File: src/rtl/mat_stream_tx.sv
// Matrix-to-element streamer: captures one N x N matrix from a flat bus and
// emits its elements one per accepted beat with row/column tags and a last flag.
module mat_stream_tx #(
    parameter int N         = 4,
    parameter int WIDTH     = 8,
    parameter bit COL_MAJOR = 1'b0
) (
    input  logic                   clk,
    input  logic                   rst,
    input  logic                   in_valid,
    output logic                   in_ready,
    input  logic [N*N*WIDTH-1:0]   in_flat,
    output logic                   out_valid,
    input  logic                   out_ready,
    output logic [WIDTH-1:0]       out_data,
    output logic [$clog2(N)-1:0]   out_row,
    output logic [$clog2(N)-1:0]   out_col,
    output logic                   out_last
);
    localparam int IW = $clog2(N);
    localparam logic [IW-1:0] LAST_IDX = IW'(N - 1);

    // Handshake: a transfer happens on any rising edge where valid && ready;
    // out_* hold steady while out_valid && !out_ready.
    typedef enum logic {
        IDLE   = 1'b0,
        STREAM = 1'b1
    } state_t;

    state_t state_q, state_d;
    logic [IW-1:0] row_q, row_d, col_q, col_d;
    // Packed so that buf_q[r][c] lands on in_flat[(r*N+c)*WIDTH +: WIDTH]
    logic [N-1:0][N-1:0][WIDTH-1:0] buf_q;
    logic at_last, accept, capture;

    assign at_last   = (row_q == LAST_IDX) && (col_q == LAST_IDX);
    assign out_valid = (state_q == STREAM);
    assign accept    = out_valid && out_ready;
    assign out_last  = out_valid && at_last;
    assign out_row   = row_q;
    assign out_col   = col_q;
    assign out_data  = buf_q[row_q][col_q];

    // Ready again during the final beat so the next matrix follows with no bubble
    always_comb begin
        in_ready = 1'b0;
        if (!rst) begin
            if (state_q == IDLE) begin
                in_ready = 1'b1;
            end else if (accept && at_last) begin
                in_ready = 1'b1;
            end
        end
    end

    assign capture = in_valid && in_ready;

    always_comb begin
        state_d = state_q;
        row_d   = row_q;
        col_d   = col_q;
        if (capture) begin
            state_d = STREAM;
            row_d   = '0;
            col_d   = '0;
        end else if (accept) begin
            if (at_last) begin
                state_d = IDLE;
                row_d   = '0;
                col_d   = '0;
            end else if (COL_MAJOR) begin
                if (row_q == LAST_IDX) begin
                    row_d = '0;
                    col_d = col_q + 1'b1;
                end else begin
                    row_d = row_q + 1'b1;
                end
            end else begin
                if (col_q == LAST_IDX) begin
                    col_d = '0;
                    row_d = row_q + 1'b1;
                end else begin
                    col_d = col_q + 1'b1;
                end
            end
        end
    end

    always_ff @(posedge clk or posedge rst) begin
        if (rst) begin
            state_q <= IDLE;
            row_q   <= '0;
            col_q   <= '0;
            buf_q   <= '0;
        end else begin
            state_q <= state_d;
            row_q   <= row_d;
            col_q   <= col_d;
            if (capture) begin
                buf_q <= in_flat;
            end
        end
    end
endmodule

File: config.mk
export PLATFORM = sky130hd
export DESIGN_NAME = mat_stream_tx
export DESIGN_NICKNAME = d
export VERILOG_FILES = /design/src/rtl/mat_stream_tx.sv
export SDC_FILE = /design/constraint.sdc
export NUM_CORES = 1
export LEC_CHECK = 0
export BUFFER_PORTS_ARGS = -buffer_cell sky130_fd_sc_hd__buf_2
export CAP_MARGIN = 0
export CELL_PAD_IN_SITES_DETAIL_PLACEMENT = 0
export CELL_PAD_IN_SITES_GLOBAL_PLACEMENT = 1
export CORE_UTILIZATION = 40
export CTS_BUF_LIST = sky130_fd_sc_hd__clkbuf_16
export DETAILED_ROUTE_END_ITERATION = 6
export PLACE_DENSITY_LB_ADDON = 0.1
export SYNTH_ARGS = -nofsm -noshare
export SYNTH_HDL_FRONTEND = slang
export SYNTH_SLANG_ARGS = --single-unit
File: constraint.sdc
create_clock -name clk -period 4.5 [get_ports clk]
set_input_delay 0.225 -clock clk [delete_from_list [all_inputs] [get_ports clk]]
set_output_delay 0.225 -clock clk [all_outputs]
set_load 0.005 [all_outputs]
==> impl_metrics.ini, run 1 <==
[drt]
routed_wl_um = 13100
vias = 3627
avgViaCountPerCell = 5.10
drcViolationCount = 0
detail-route-antenna-nets = 0
firstDrtPassIters = 4
first_iter_violations = 149
wl_per_cell_um = 18.5

[setup_path]
path_cells = buf_4, mux4_2, a22oi_1, nand2_1, buf_2
cp.buffers_inverters = 2
crit_path_max_incr_delay_ps = 590
crit_fanout = 35
arrival_ps = 2500
crit_path_end_kind = output port
cp_top_family = buffers and inverters
cp.required_ps = 4280
critPathSlowestCell = mux4_2
startpoint_type = flop
critical_path_class = reg -> out

[die]
die_h_um = 124
rows = 44
die_x_um = 124
core_um2 = 14500
die-area_um2 = 15400
ioPinCount = 147
start_util_pct = 41.0

[timing]
fin_crit_sh_pct = 60.6
skew_ps = 9.44
slew_headroom_pct = 40.1
fmaxAchievable_ghz = 0.367
setup_viol = 0
finalSetupTns_ps = 0
worstMarginPinSlew_ps = 897
min_period_ps = 2730
maxSlewViolCount = 0
rsz0062_at_grt = no
finalHoldViolCount = 0

[run_status]
status = finished clean

[clock_tree]
cts_htree_levels = 4
cts_buffers = 17
cts_max_path_buffers = 2
cts_sinks = 133
tritoncts = done
cts_resized = 0
clk_latency_ps = 420
path_clk_slew_ps = 60
cts-root-buf = clkbuf_16

[yosys]
synth_nets = 503
syn_inst = 369
synth_top_area_share_pct = 55.8
ys_seq_elements = 133
ys.warnings.count = 0
yosys.area.top_type = dfrtp_1
yosysSeqAreaShare_pct = 55.8
yosysUniqueCellTypes = 23
ys_top_cells_by_area = dfrtp_1 (56%), mux2_1 (12%), mux4_2 (12%)
syn_area_per_cell_um2 = 16.2
synth_area_um2 = 5960

[global_route]
antenna_found_initial = 2
grt_start_max_net_pins = 129
grt_usage_pct = 18.6
grt_pass1_wl_um = 20400
gr-total-overflow = 0
grt_pass1_vias = 3760

[power_and_ir_drop]
p_int_mw = 3.55
power.share.clock_pct = 25.6
powerDensity_nw_per_um2 = 686
combPwrFrac_pct = 33.2
power.total_mw = 5.07
ir_worst_vdd_mv = 0.351
p_switching_mw = 1.52
p_leak_nw = 3.31
p_sw_share_pct = 30.0
seqPwrFrac_pct = 41.2

[job]
cap_violations = 0

[hold_path]
hp-class = in -> async

[placement]
port_buffers = 146
gp_congestion = 0.704
dp_hpwl_um = 8830

[cells_and_area]
area_delta_synth_final_pct = 23.9
num-fill-cells = 1312
num-nets-final = 647
drive_above_1_share_pct = 53.2
-- area by class of cell --
class                   instances  area [um^2]  share of cell area, %
flip-flops and latches        133         3330                   45.1
multi-input cells             208         2470                   33.5
repair buffers                151          783                   10.6
clock buffers                  17          425                   5.76
well taps                     184          230                   3.12
clock inverters                15          133                   1.79
inverters                       2         12.5                  0.169
diodes                          1         2.50                 0.0339
-- cell usage after synthesis --
cell type / instances
inv_1: 2
buf_4: 2
ha_1: 2
mux2_1: 65
a21oi_1: 3
and3_1: 1
mux2i_1: 2
buf_6: 6
dfrtp_1: 133
a21o_1: 1
nand2_1: 11
or3_1: 1
nor2b_1: 2
and2_1: 1
nand3_1: 3
buf_2: 10
mux4_2: 32
mux2_2: 63
buf_1: 2
clkbuf_1: 6
a22oi_1: 16
a211oi_2: 1
nor2_1: 4
-- power by group through the flow --
stage / logic [mW] / clock network (mW) / registers [mW]
2_1_floorplan: 1.27 / 0 / 2.00
3_3_place_gp: 1.69 / 0 / 2.08
3_5_place_dp: 1.72 / 0 / 2.11
4_1_cts: 1.73 / 1.34 / 2.09
5_1_grt: 1.85 / 1.40 / 2.17
6_report: 1.68 / 1.30 / 2.09
-- flip-flops by register name, indices dropped and copies added (netlist names) --
signal     flops
out_valid      1
out_row        2
out_col        2
buf_q        128
-- per-stage QoR --
| stage | util (%) | cells | setup slack [ps] | hold WS, ps | cell area [um^2] |
|---|---|---|---|---|---|
| floorplan | - | 369 | 721 | 360 | 5960 |
| global placement | 46.9 | 677 | 2080 | 442 | 6820 |
| detailed placement | 46.9 | 677 | 2020 | 445 | 6820 |
| CTS | 50.8 | 710 | 1680 | 0.468 | 7390 |
| global route | 50.8 | 710 | 1560 | 3.70 | 7390 |
| finish | 50.8 | 711 | 1770 | 14.7 | 7390 |
-- kinds of logic after synthesis --
family,count (synthesis),synth area share (%)
adders and majority gates,2,0.420
and+or+nand+nor,23,1.72
AOI/OAI and AO/OA,21,2.60
DFF,133,55.8
muxes,162,36.6
buffers and inverters,28,2.85
-- layout by cell type (no fill, tap or decap) --
master         count
buf_12             1
a21oi_1            3
a22oi_1           16
clkbuf_16         17
dfrtp_1          131
a211oi_4           1
or3_1              1
clkinv_2           2
buf_4              3
nor2_1             4
diode_2            1
buf_2            146
mux2_2            63
bufinv_16          1
nand3_1            3
a21o_1             1
clkinv_4           2
nor2b_1            2
and3_1             1
inv_6              4
and2_1             1
mux4_2            32
clkinvlp_4         6
mux2_1            65
dlygate4sd3_1      1
inv_1              2
dfrtp_2            2
ha_1               2
nand2_1           11
mux2i_1            2
-- worst paths after layout --
kind	slack, ps	to	cells past startpoint	from
max	1770	out_data[4]	5	out_row[0]
min	10	buf_q[127]	2	rst
max reg2reg	1960	buf_q[126]	5	out_col[0]
min reg2reg	480	buf_q[56]	1	buf_q[56]
max in group asynchronous	3410	buf_q[67]	3	rst
min in group clk	20	buf_q[102]	2	in_flat[102]
-- repair_timing --
item	4_1_cts	5_1_grt
endpoints found under the hold margin	1	0
hold buffers	1	0
setup buffers	0	0
-- routing by layer --
metal | GRT usage [%] | share of wire [%] | up-vias
met4 | 5.80 | 1.1 | 4
met3 | 7.14 | 6.2 | 14
li1 | - | - | 1674
met2 | 29.4 | 49 | 97
met5 | 0 | 0.17 | -
met1 | 23.5 | 44 | 1838
Power figures use the tool's default switching activity.
==> inputs of run 2 (changes only) <==
==> constraint.sdc (replaced) <==
create_clock -name clk -period 2.4 [get_ports clk]
set_input_delay 0.12 -clock clk [delete_from_list [all_inputs] [get_ports clk]]
set_output_delay 0.12 -clock clk [all_outputs]
set_load 0.005 [all_outputs]
==> impl_metrics.ini, run 2 (same netlist as run 1, synthesis figures left out) <==
[drt]
vias = 4200
wl_per_cell_um = 16.9
avgViaCountPerCell = 4.96
routed_wl_um = 14300
drcViolationCount = 0
first_iter_violations = 182
firstDrtPassIters = 4
detail-route-antenna-nets = 0

[timing]
worstMarginPinSlew_ps = 815
maxSlewViolCount = 0
fin_ws_ps = 145
slew_headroom_pct = 45.6
fin_crit_sh_pct = 94.0
setup_viol = 0
finalSetupTns_ps = 0
fmaxAchievable_ghz = 0.443
min_period_ps = 2260
skew_ps = 6.51
finalHoldViolCount = 0

[setup_path]
arrival_ps = 2140
cp.buffers_inverters = 2
path_cells = buf_8, mux4_2, a22oi_1, nand2_1, buf_2
startpoint_type = flop
critical_path_class = reg -> out
crit_path_max_incr_delay_ps = 520
cp_top_family = multiplexers
cp.required_ps = 2280
crit_path_end_kind = output port
critPathSlowestCell = mux4_2
crit_fanout = 13

[power_and_ir_drop]
power.total_mw = 9.75
ir_worst_vdd_mv = 0.653
powerDensity_nw_per_um2 = 1110
p_leak_nw = 3.91

[global_route]
antenna_found_initial = 0
grt_pass1_vias = 4345
use_met1_pct = 25.4
grt_start_max_net_pins = 54
gr-total-overflow = 0
grt_pass1_wl_um = 22400
grtUsageMet2_pct = 33.8
top_usage_layer = met2
grt_usage_pct = 20.3
gr-usage-met3_pct = 6.14

[cells_and_area]
area_delta_synth_final_pct = 47.6
max_flop_register = buf_q
final_cells = 846
num-nets-final = 784
fin_util_pct = 60.6
drive_above_1_share_pct = 42.4
largest_reg_flops = 128
final_common_cell = buf_2
final_cell_mix = buf_2 (146), dfrtp_1 (131), dlygate4sd3_1 (130)
num_antenna_cells = 0

[clock_tree]
cts-root-buf = clkbuf_16
cts_htree_levels = 4
cts_buffers = 17
clk_latency_ps = 420
cts_max_path_buffers = 2
path_clk_slew_ps = 50
tritoncts = done
cts_sinks = 133

[job]
cap_violations = 0

[die]
rows = 44
die_h_um = 124
core_um2 = 14500
ioPinCount = 147
start_util_pct = 41.0
die_x_um = 124
die-area_um2 = 15400

[hold_path]
hp-class = in -> async

[placement]
pre_cts_ws_ps = 172
placed_cells = 682
port_buffers = 146
gp_congestion = 0.709
dp_hpwl_um = 9540

[run_status]
status = finished clean
-- run 2: what timing repair did --
item,CTS,global route
setup buffers,3,0
resized for setup,5,1
hold buffers,130,0
endpoints found under the hold margin,141,0
endpoints found under the setup margin,7,2
-- run 2: layer usage --
layer  share of wire (%)  vias to the layer above
li1                    -                     1958
met1                  43                     2130
met2                  51                       99
met3                 5.0                       13
met4                0.90                        0
met5                   0                        -
-- run 2: tightest hold or removal path: cells and delay by family --
family | cells | cell delay, ps
buffers and inverters | 3 | 970
-- run 2: power breakdown --
group	internal, mW	switching [mW]	leakage (nW)	total [mW]
registers	3.37	0.572	1.59	3.94
clock network	1.49	0.917	0.268	2.41
logic	2.07	1.33	2.06	3.40
total	6.94	2.82	3.91	9.75
-- run 2: final timing paths --
check	from	end	slack, ps	depth (start not counted)
min in group clk	in_valid	out_row[1]	340	5
setup / recovery	out_row[0]	out_data[4]	140	5
hold reg to reg	buf_q[67]	buf_q[67]	470	1
hold / removal	rst	buf_q[127]	290	3
max in group asynchronous	rst	buf_q[22]	1490	4
setup reg to reg	out_row[0]	buf_q[75]	160	6
-- run 2: final cells by class --
cell class,count,area [um^2]
Fill cell,1196,5730
Sequential cell,133,3330
Multi-Input combinational cell,208,2470
Timing Repair Buffer,288,2210
Clock buffer,17,425
Tap cell,184,230
Clock inverter,14,123
Inverter,2,11.3
-- run 2: metrics by stage --
| step | hold slack, ps | instance area [um^2] |
|---|---|---|
| 2_1_floorplan | 255 | 5970 |
| 3_3_place_gp | 164 | 6910 |
| 3_5_place_dp | 172 | 6910 |
| 4_1_cts | 275 | 8800 |
| 5_1_grt | 312 | 8800 |
| 6_report | 291 | 8800 |
